<file path="config.mk">
export PLATFORM = sky130hd
export DESIGN_NAME = clock_display_scanner
export DESIGN_NICKNAME = d
export VERILOG_FILES = /design/src/rtl/clock_disp_pkg.sv /design/src/rtl/bin6_to_bcd.sv /design/src/rtl/clock_display_scanner.sv
export SDC_FILE = /design/constraint.sdc
export NUM_CORES = 1
export LEC_CHECK = 0
export CAP_MARGIN = 30
export CORE_MARGIN = 4
export CORE_UTILIZATION = 50
export DETAILED_ROUTE_END_ITERATION = 8
export GPL_TIMING_DRIVEN = 0
export PLACE_DENSITY = 0.74
export SLEW_MARGIN = 5
export SYNTH_ARGS = -nofsm -noshare
export SYNTH_HDL_FRONTEND = slang
export SYNTH_SLANG_ARGS = --single-unit
</file>
<file path="constraint.sdc">
create_clock -name clock -period 6.75 [get_ports clock]
set_clock_uncertainty 0.15 [all_clocks]
set_input_delay 0.675 -clock clock [delete_from_list [all_inputs] [get_ports clock]]
set_output_delay 0.675 -clock clock [all_outputs]
set_load 0.02 [all_outputs]
</file>
<file path="src/rtl/clock_disp_pkg.sv">
// Shared types and constants for the clock display back-end:
// conversion FSM states, digit count and the gfedcba segment table.
package clock_disp_pkg;

    typedef enum logic [2:0] {
        ST_IDLE    = 3'd0,
        ST_LOAD    = 3'd1,
        ST_CONV_HI = 3'd2,
        ST_CONV_LO = 3'd3,
        ST_COMMIT  = 3'd4
    } state_t;

    localparam int NUM_DIGITS = 4;

    localparam logic [6:0] SEG_0     = 7'h3F;
    localparam logic [6:0] SEG_1     = 7'h06;
    localparam logic [6:0] SEG_2     = 7'h5B;
    localparam logic [6:0] SEG_3     = 7'h4F;
    localparam logic [6:0] SEG_4     = 7'h66;
    localparam logic [6:0] SEG_5     = 7'h6D;
    localparam logic [6:0] SEG_6     = 7'h7D;
    localparam logic [6:0] SEG_7     = 7'h07;
    localparam logic [6:0] SEG_8     = 7'h7F;
    localparam logic [6:0] SEG_9     = 7'h6F;
    localparam logic [6:0] SEG_BLANK = 7'h00;

    function automatic logic [6:0] seg_decode(input logic [3:0] digit);
        logic [6:0] seg;
        case (digit)
            4'd0:    seg = SEG_0;
            4'd1:    seg = SEG_1;
            4'd2:    seg = SEG_2;
            4'd3:    seg = SEG_3;
            4'd4:    seg = SEG_4;
            4'd5:    seg = SEG_5;
            4'd6:    seg = SEG_6;
            4'd7:    seg = SEG_7;
            4'd8:    seg = SEG_8;
            4'd9:    seg = SEG_9;
            default: seg = SEG_BLANK;
        endcase
        return seg;
    endfunction

endpackage

</file>
<file path="src/rtl/bin6_to_bcd.sv">
// Serial double-dabble for a 6-bit value: the start edge shifts in the first
// bit, five more edges finish the conversion, then done holds with the result.
module bin6_to_bcd (
    input  logic       clock,
    input  logic       reset,
    input  logic       start,
    input  logic [5:0] bin,
    output logic       done,
    output logic [2:0] tens,
    output logic [3:0] ones
);

    logic [5:0] r_bin;
    logic [2:0] r_tens;
    logic [3:0] r_ones;
    logic [2:0] r_count;
    logic       r_valid;
    logic [3:0] w_ones_adj;

    // Inputs never exceed 63, so tens stays below 5 and needs no correction.
    assign w_ones_adj = (r_ones >= 4'd5) ? (r_ones + 4'd3) : r_ones;

    always_ff @(posedge clock) begin
        if (!reset) begin
            r_bin   <= '0;
            r_tens  <= '0;
            r_ones  <= '0;
            r_count <= '0;
            r_valid <= 1'b0;
        end else if (start) begin
            r_bin   <= {bin[4:0], 1'b0};
            r_tens  <= '0;
            r_ones  <= {3'b000, bin[5]};
            r_count <= 3'd5;
            r_valid <= 1'b1;
        end else if (r_count != 3'd0) begin
            r_bin   <= {r_bin[4:0], 1'b0};
            r_tens  <= {r_tens[1:0], w_ones_adj[3]};
            r_ones  <= {w_ones_adj[2:0], r_bin[5]};
            r_count <= r_count - 3'd1;
        end
    end

    assign done = r_valid && (r_count == 3'd0);
    assign tens = r_tens;
    assign ones = r_ones;

endmodule

</file>
<file path="src/rtl/clock_display_scanner.sv">
// Four-digit multiplexed 7-segment scanner with a once-per-frame BCD refresh.
// The digit bank changes only in COMMIT, so a scan always shows a coherent value.
module clock_display_scanner
    import clock_disp_pkg::*;
#(
    parameter int SEG_ACTIVE_LOW   = 0,
    parameter int DIGIT_ACTIVE_LOW = 0,
    parameter int LZ_BLANK         = 0
) (
    input  logic       clock,
    input  logic       reset,
    input  logic       scan_tick,
    input  logic [5:0] field_hi,
    input  logic [5:0] field_lo,
    input  logic [3:0] digit_en,
    input  logic       blink_phase,
    input  logic       colon_en,
    output logic [6:0] segment,
    output logic [3:0] digit_sel,
    output logic       colon,
    output logic       busy
);

    localparam logic [6:0] SEG_INV = (SEG_ACTIVE_LOW != 0) ? 7'h7F : 7'h00;
    localparam logic [3:0] SEL_INV = (DIGIT_ACTIVE_LOW != 0) ? 4'hF : 4'h0;
    localparam logic       COL_INV = (SEG_ACTIVE_LOW != 0);

    state_t                          r_state;
    logic                            r_busy;
    logic [NUM_DIGITS-1:0][3:0]      r_bank;
    logic [5:0]                      r_snap_hi;
    logic [5:0]                      r_snap_lo;
    logic [2:0]                      r_hi_tens;
    logic [3:0]                      r_hi_ones;
    logic [1:0]                      r_scan_idx;
    logic [6:0]                      r_segment;
    logic [3:0]                      r_digit_sel;
    logic                            r_colon;

    logic                            w_start;
    logic [5:0]                      w_bin;
    logic                            w_done;
    logic [2:0]                      w_tens;
    logic [3:0]                      w_ones;
    logic [1:0]                      w_next_idx;
    logic                            w_blank;

    // The engine is restarted on the lo snapshot as soon as the hi result is ready.
    assign w_start = (r_state == ST_LOAD) || ((r_state == ST_CONV_HI) && w_done);
    assign w_bin   = (r_state == ST_LOAD) ? r_snap_hi : r_snap_lo;

    bin6_to_bcd u_bcd (
        .clock (clock),
        .reset (reset),
        .start (w_start),
        .bin   (w_bin),
        .done  (w_done),
        .tens  (w_tens),
        .ones  (w_ones)
    );

    always_ff @(posedge clock) begin
        if (!reset) begin
            r_state   <= ST_IDLE;
            r_busy    <= 1'b0;
            r_bank    <= '0;
            r_snap_hi <= '0;
            r_snap_lo <= '0;
            r_hi_tens <= '0;
            r_hi_ones <= '0;
        end else begin
            case (r_state)
                ST_IDLE: begin
                    if (scan_tick && (r_scan_idx == 2'd3)) begin
                        r_snap_hi <= field_hi;
                        r_snap_lo <= field_lo;
                        r_busy    <= 1'b1;
                        r_state   <= ST_LOAD;
                    end
                end
                ST_LOAD: r_state <= ST_CONV_HI;
                ST_CONV_HI: begin
                    if (w_done) begin
                        r_hi_tens <= w_tens;
                        r_hi_ones <= w_ones;
                        r_state   <= ST_CONV_LO;
                    end
                end
                ST_CONV_LO: begin
                    if (w_done) r_state <= ST_COMMIT;
                end
                ST_COMMIT: begin
                    r_bank  <= {{1'b0, r_hi_tens}, r_hi_ones, {1'b0, w_tens}, w_ones};
                    r_busy  <= 1'b0;
                    r_state <= ST_IDLE;
                end
                default: begin
                    r_busy  <= 1'b0;
                    r_state <= ST_IDLE;
                end
            endcase
        end
    end

    assign w_next_idx = r_scan_idx + 2'd1;
    assign w_blank    = !digit_en[w_next_idx] || blink_phase ||
                        ((LZ_BLANK != 0) && (w_next_idx == 2'd3) && (r_bank[3] == 4'd0));

    // Reads r_bank before any same-edge commit lands.
    always_ff @(posedge clock) begin
        if (!reset) begin
            r_scan_idx  <= '0;
            r_segment   <= '0;
            r_digit_sel <= '0;
            r_colon     <= 1'b0;
        end else begin
            r_colon <= colon_en;
            if (scan_tick) begin
                r_scan_idx  <= w_next_idx;
                r_digit_sel <= 4'b0001 << w_next_idx;
                r_segment   <= w_blank ? SEG_BLANK : seg_decode(r_bank[w_next_idx]);
            end
        end
    end

    assign segment   = r_segment ^ SEG_INV;
    assign digit_sel = r_digit_sel ^ SEL_INV;
    assign colon     = r_colon ^ COL_INV;
    assign busy      = r_busy;

endmodule

</file>
==> results by group <==
Die
  • I/O pin cnt: 34
  • Core area: 6030 um2
  • Initial Utilization: 52.7%
  • Die Width: 87.7 um
  • Rows: 28
  • Die H: 87.7 um
  • Die area: 7690 um2

Yosys
  • Syn_nets: 377
  • Ys async rst share: 0%
  • Post-Syn Area per Cell: 9.31 um2
  • Synthesized area: 3170 um2
  • Synth Area in Compound Gates: 12.9%
  • EDFF count, synth: 0
  • Post-Synthesis Cells: 341
  • Post-synthesis mux area share: 13.4%
  • Yosys reg bits: 67
  • XOR/XNOR Fraction of Synth Area: 1.66%
  • Dominant synthesized flop cell: dfxtp_1
  • Sequential area share after synthesis: 42.3%
  • Simple logic cell fraction of the synthesized area: 19.9%
  • Largest family of logic cells by synthesized area: simple AND/OR/NAND/NOR gates
  • Yosys cell types: 46
  • Adder-cell share of the synthesized area: 5.91%
  • Syn. warnings: 0

Final layout
  • Fill count: 527
  • Final nets: 421
  • Area grow syn2layout: 19.3%
  • Layout cells sized above 1: 7.44%
  • Most frequent cells in the layout: 67 x dfxtp_1, 51 x nand2_1, 33 x clkdlybuf4s50_1
  • Commonest non-fill, non-tap cell in the layout: dfxtp_1
  • Final Cell Area: 3790 um2
  • Final std cells w/o fill: 465
  • ANT cells: 0

Global route
  • First-pass GRT wire length: 10900 um
  • Global route total overflow: 0
  • GRT Util Overall: 18.1%
  • Vias in the first global route: 2381
  • Largest net degree at the start of global routing: 11
  • Initial antenna violation count: 0

Critical path
  • Worst R2R Start: r_scan_idx[0]$_SDFFE_PN0P_
  • Critical Path AT: 3130 ps
  • Startpoint Class: register
  • Worst-path fanout max: 10
  • Critical path endpoint category: register
  • CP required: 6830 ps
  • Worst setup path start: r_scan_idx[0]$_SDFFE_PN0P_
  • Kind of critical path: register to register

Placed design
  • Buffers added on ports: 33
  • Final RePlAce weighted congestion: 0.772
  • DP HPWL: 4620 um
  • Placed cell count: 449
  • Placed inst area: 3600 um2
  • Place WS: 3670 ps

Clock network
  • Postcts setup bufs: 0
  • Clk root buf: clkbuf_8
  • CTS Hold Bufs: 0
  • CTS tree: built
  • Worst-Skew Late Latency: 340 ps
  • Clk slew on worst S/H paths: 70 ps
  • Cts bufs inserted: 9
  • Maximum root-to-sink buffer count: 2
  • Post_cts resized: 0
  • Clock sink count: 67
  • CTS H-Tree Depth: 3

Worst hold path
  • Hold_sp: busy$_SDFFE_PN0P_
  • Worst hold path class: register to register

STA
  • F_max: 328 MHz
  • Tmin final: 3040 ps
  • Setup ws final: 3710 ps
  • Final hold vios: 0
  • RSZ-0062 raised after global routing: no
  • Worst Tran Pin Value: 664 ps
  • Fin crit share: 45.1%
  • Slew HR: 55.4%
  • Setup violators final: 0
  • Setup_tns: 0 ps
  • Max Slew Vio Count: 0

Route
  • DRT Pass-1 Iters: 4
  • Vias/cell: 5.17
  • Vias: 2402
  • Detail Route Antenna Nets: 0
  • 1st-iter DRT viols: 108
  • DRC: 0
  • Routed len/inst: 13.3 um
  • Final wirelength: 6180 um

Run status
  • Status: finished clean

Pwr
  • PwrDens: 233 nW/um2
  • Peak VDD IR: 159 uV
  • Pleak: 1.44 nW

Job
  • Max-cap violations: 0
-- cells in the mapped netlist, types with 4 or more instances --
cell | count | area [um2]
a21boi_0 | 24 | 180
a21oi_1 | 13 | 65.1
clkbuf_1 | 8 | 30.0
dfxtp_1 | 67 | 1340
ha_1 | 15 | 188
inv_1 | 11 | 41.3
mux2_2 | 4 | 45.0
mux2i_1 | 31 | 310
nand2_1 | 51 | 191
nand2b_1 | 5 | 31.3
nand3_1 | 6 | 30.0
nand3b_1 | 5 | 37.5
nor2_1 | 20 | 75.1
nor2b_1 | 24 | 150
o21ai_0 | 10 | 50.1
-- final cells by class --
class / instances / area [um2] / area share [%]
Multi-Input combinational cell: 246 / 1710 / 45.1
Inverter: 11 / 41.3 / 1.09
Timing Repair Buffer: 33 / 330 / 8.72
Tap cell: 75 / 93.8 / 2.48
Clock inverter: 2 / 35.0 / 0.925
Buffer: 17 / 85.1 / 2.25
Sequential cell: 67 / 1340 / 35.4
Clock buffer: 14 / 153 / 4.03
-- per-layer routing --
layer / share of wire, % / global-route usage, %
met1: 47 / 22.4
met2: 46 / 29.7
met3: 5.8 / 5.64
met4: 1.8 / 6.83
met5: 0 / 0
-- stage by stage --
| step | total power, mW | util, % | hold slack, ps |
|---|---|---|---|
| floorplan | 0.528 | - | 290 |
| global placement | 0.568 | 59.7 | 293 |
| detailed placement | 0.571 | 59.7 | 304 |
| CTS | 0.895 | 62.8 | 313 |
| global route | 0.926 | 62.8 | 334 |
| finish | 0.884 | 62.8 | 312 |
-- power by group --
part	internal, mW	switching (mW)	total (mW)
clock network	0.181	0.142	0.323
registers	0.407	0.00681	0.414
logic	0.0711	0.0761	0.147
-- registers in the layout (all words and copies together) (netlist names) --
| register | flops |
|---|---|
| u_bcd.r_valid | 1 |
| u_bcd.r_count | 3 |
| r_hi_tens | 3 |
| u_bcd.tens | 3 |
| colon | 1 |
| r_snap_lo | 6 |
| r_scan_idx | 2 |
| digit_sel | 4 |
| r_hi_ones | 4 |
| r_bank | 14 |
| r_snap_hi | 6 |
| u_bcd.ones | 4 |
| r_state | 3 |
| segment | 7 |
| u_bcd.r_bin | 5 |
| busy | 1 |
-- cell families after synthesis --
logic type | Yosys count
compound gates | 60
xor+xnor | 6
fa+ha+maj | 15
buf+inv | 28
flops | 67
mux | 38
simple gates | 127
-- critical path, stage by stage, from the launching register on --
cell and delay, ps:
dfxtp_1 400, buf_6 170, inv_1 80, ha_1 370, buf_4 210, mux4_1 630, inv_1 130, ha_1 230
and2b_2 220, o311ai_0 280, nand2_1 70
-- worst paths after layout --
kind,end,slack [ps],depth (start not counted)
min,busy$_SDFFE_PN0P_,310,2
max,segment[3]$_SDFFE_PN0P_,3710,10
min reg2reg,busy$_SDFFE_PN0P_,310,2
max reg2reg,segment[3]$_SDFFE_PN0P_,3710,10
No activity file was read; power rests on OpenSTA's default activity.
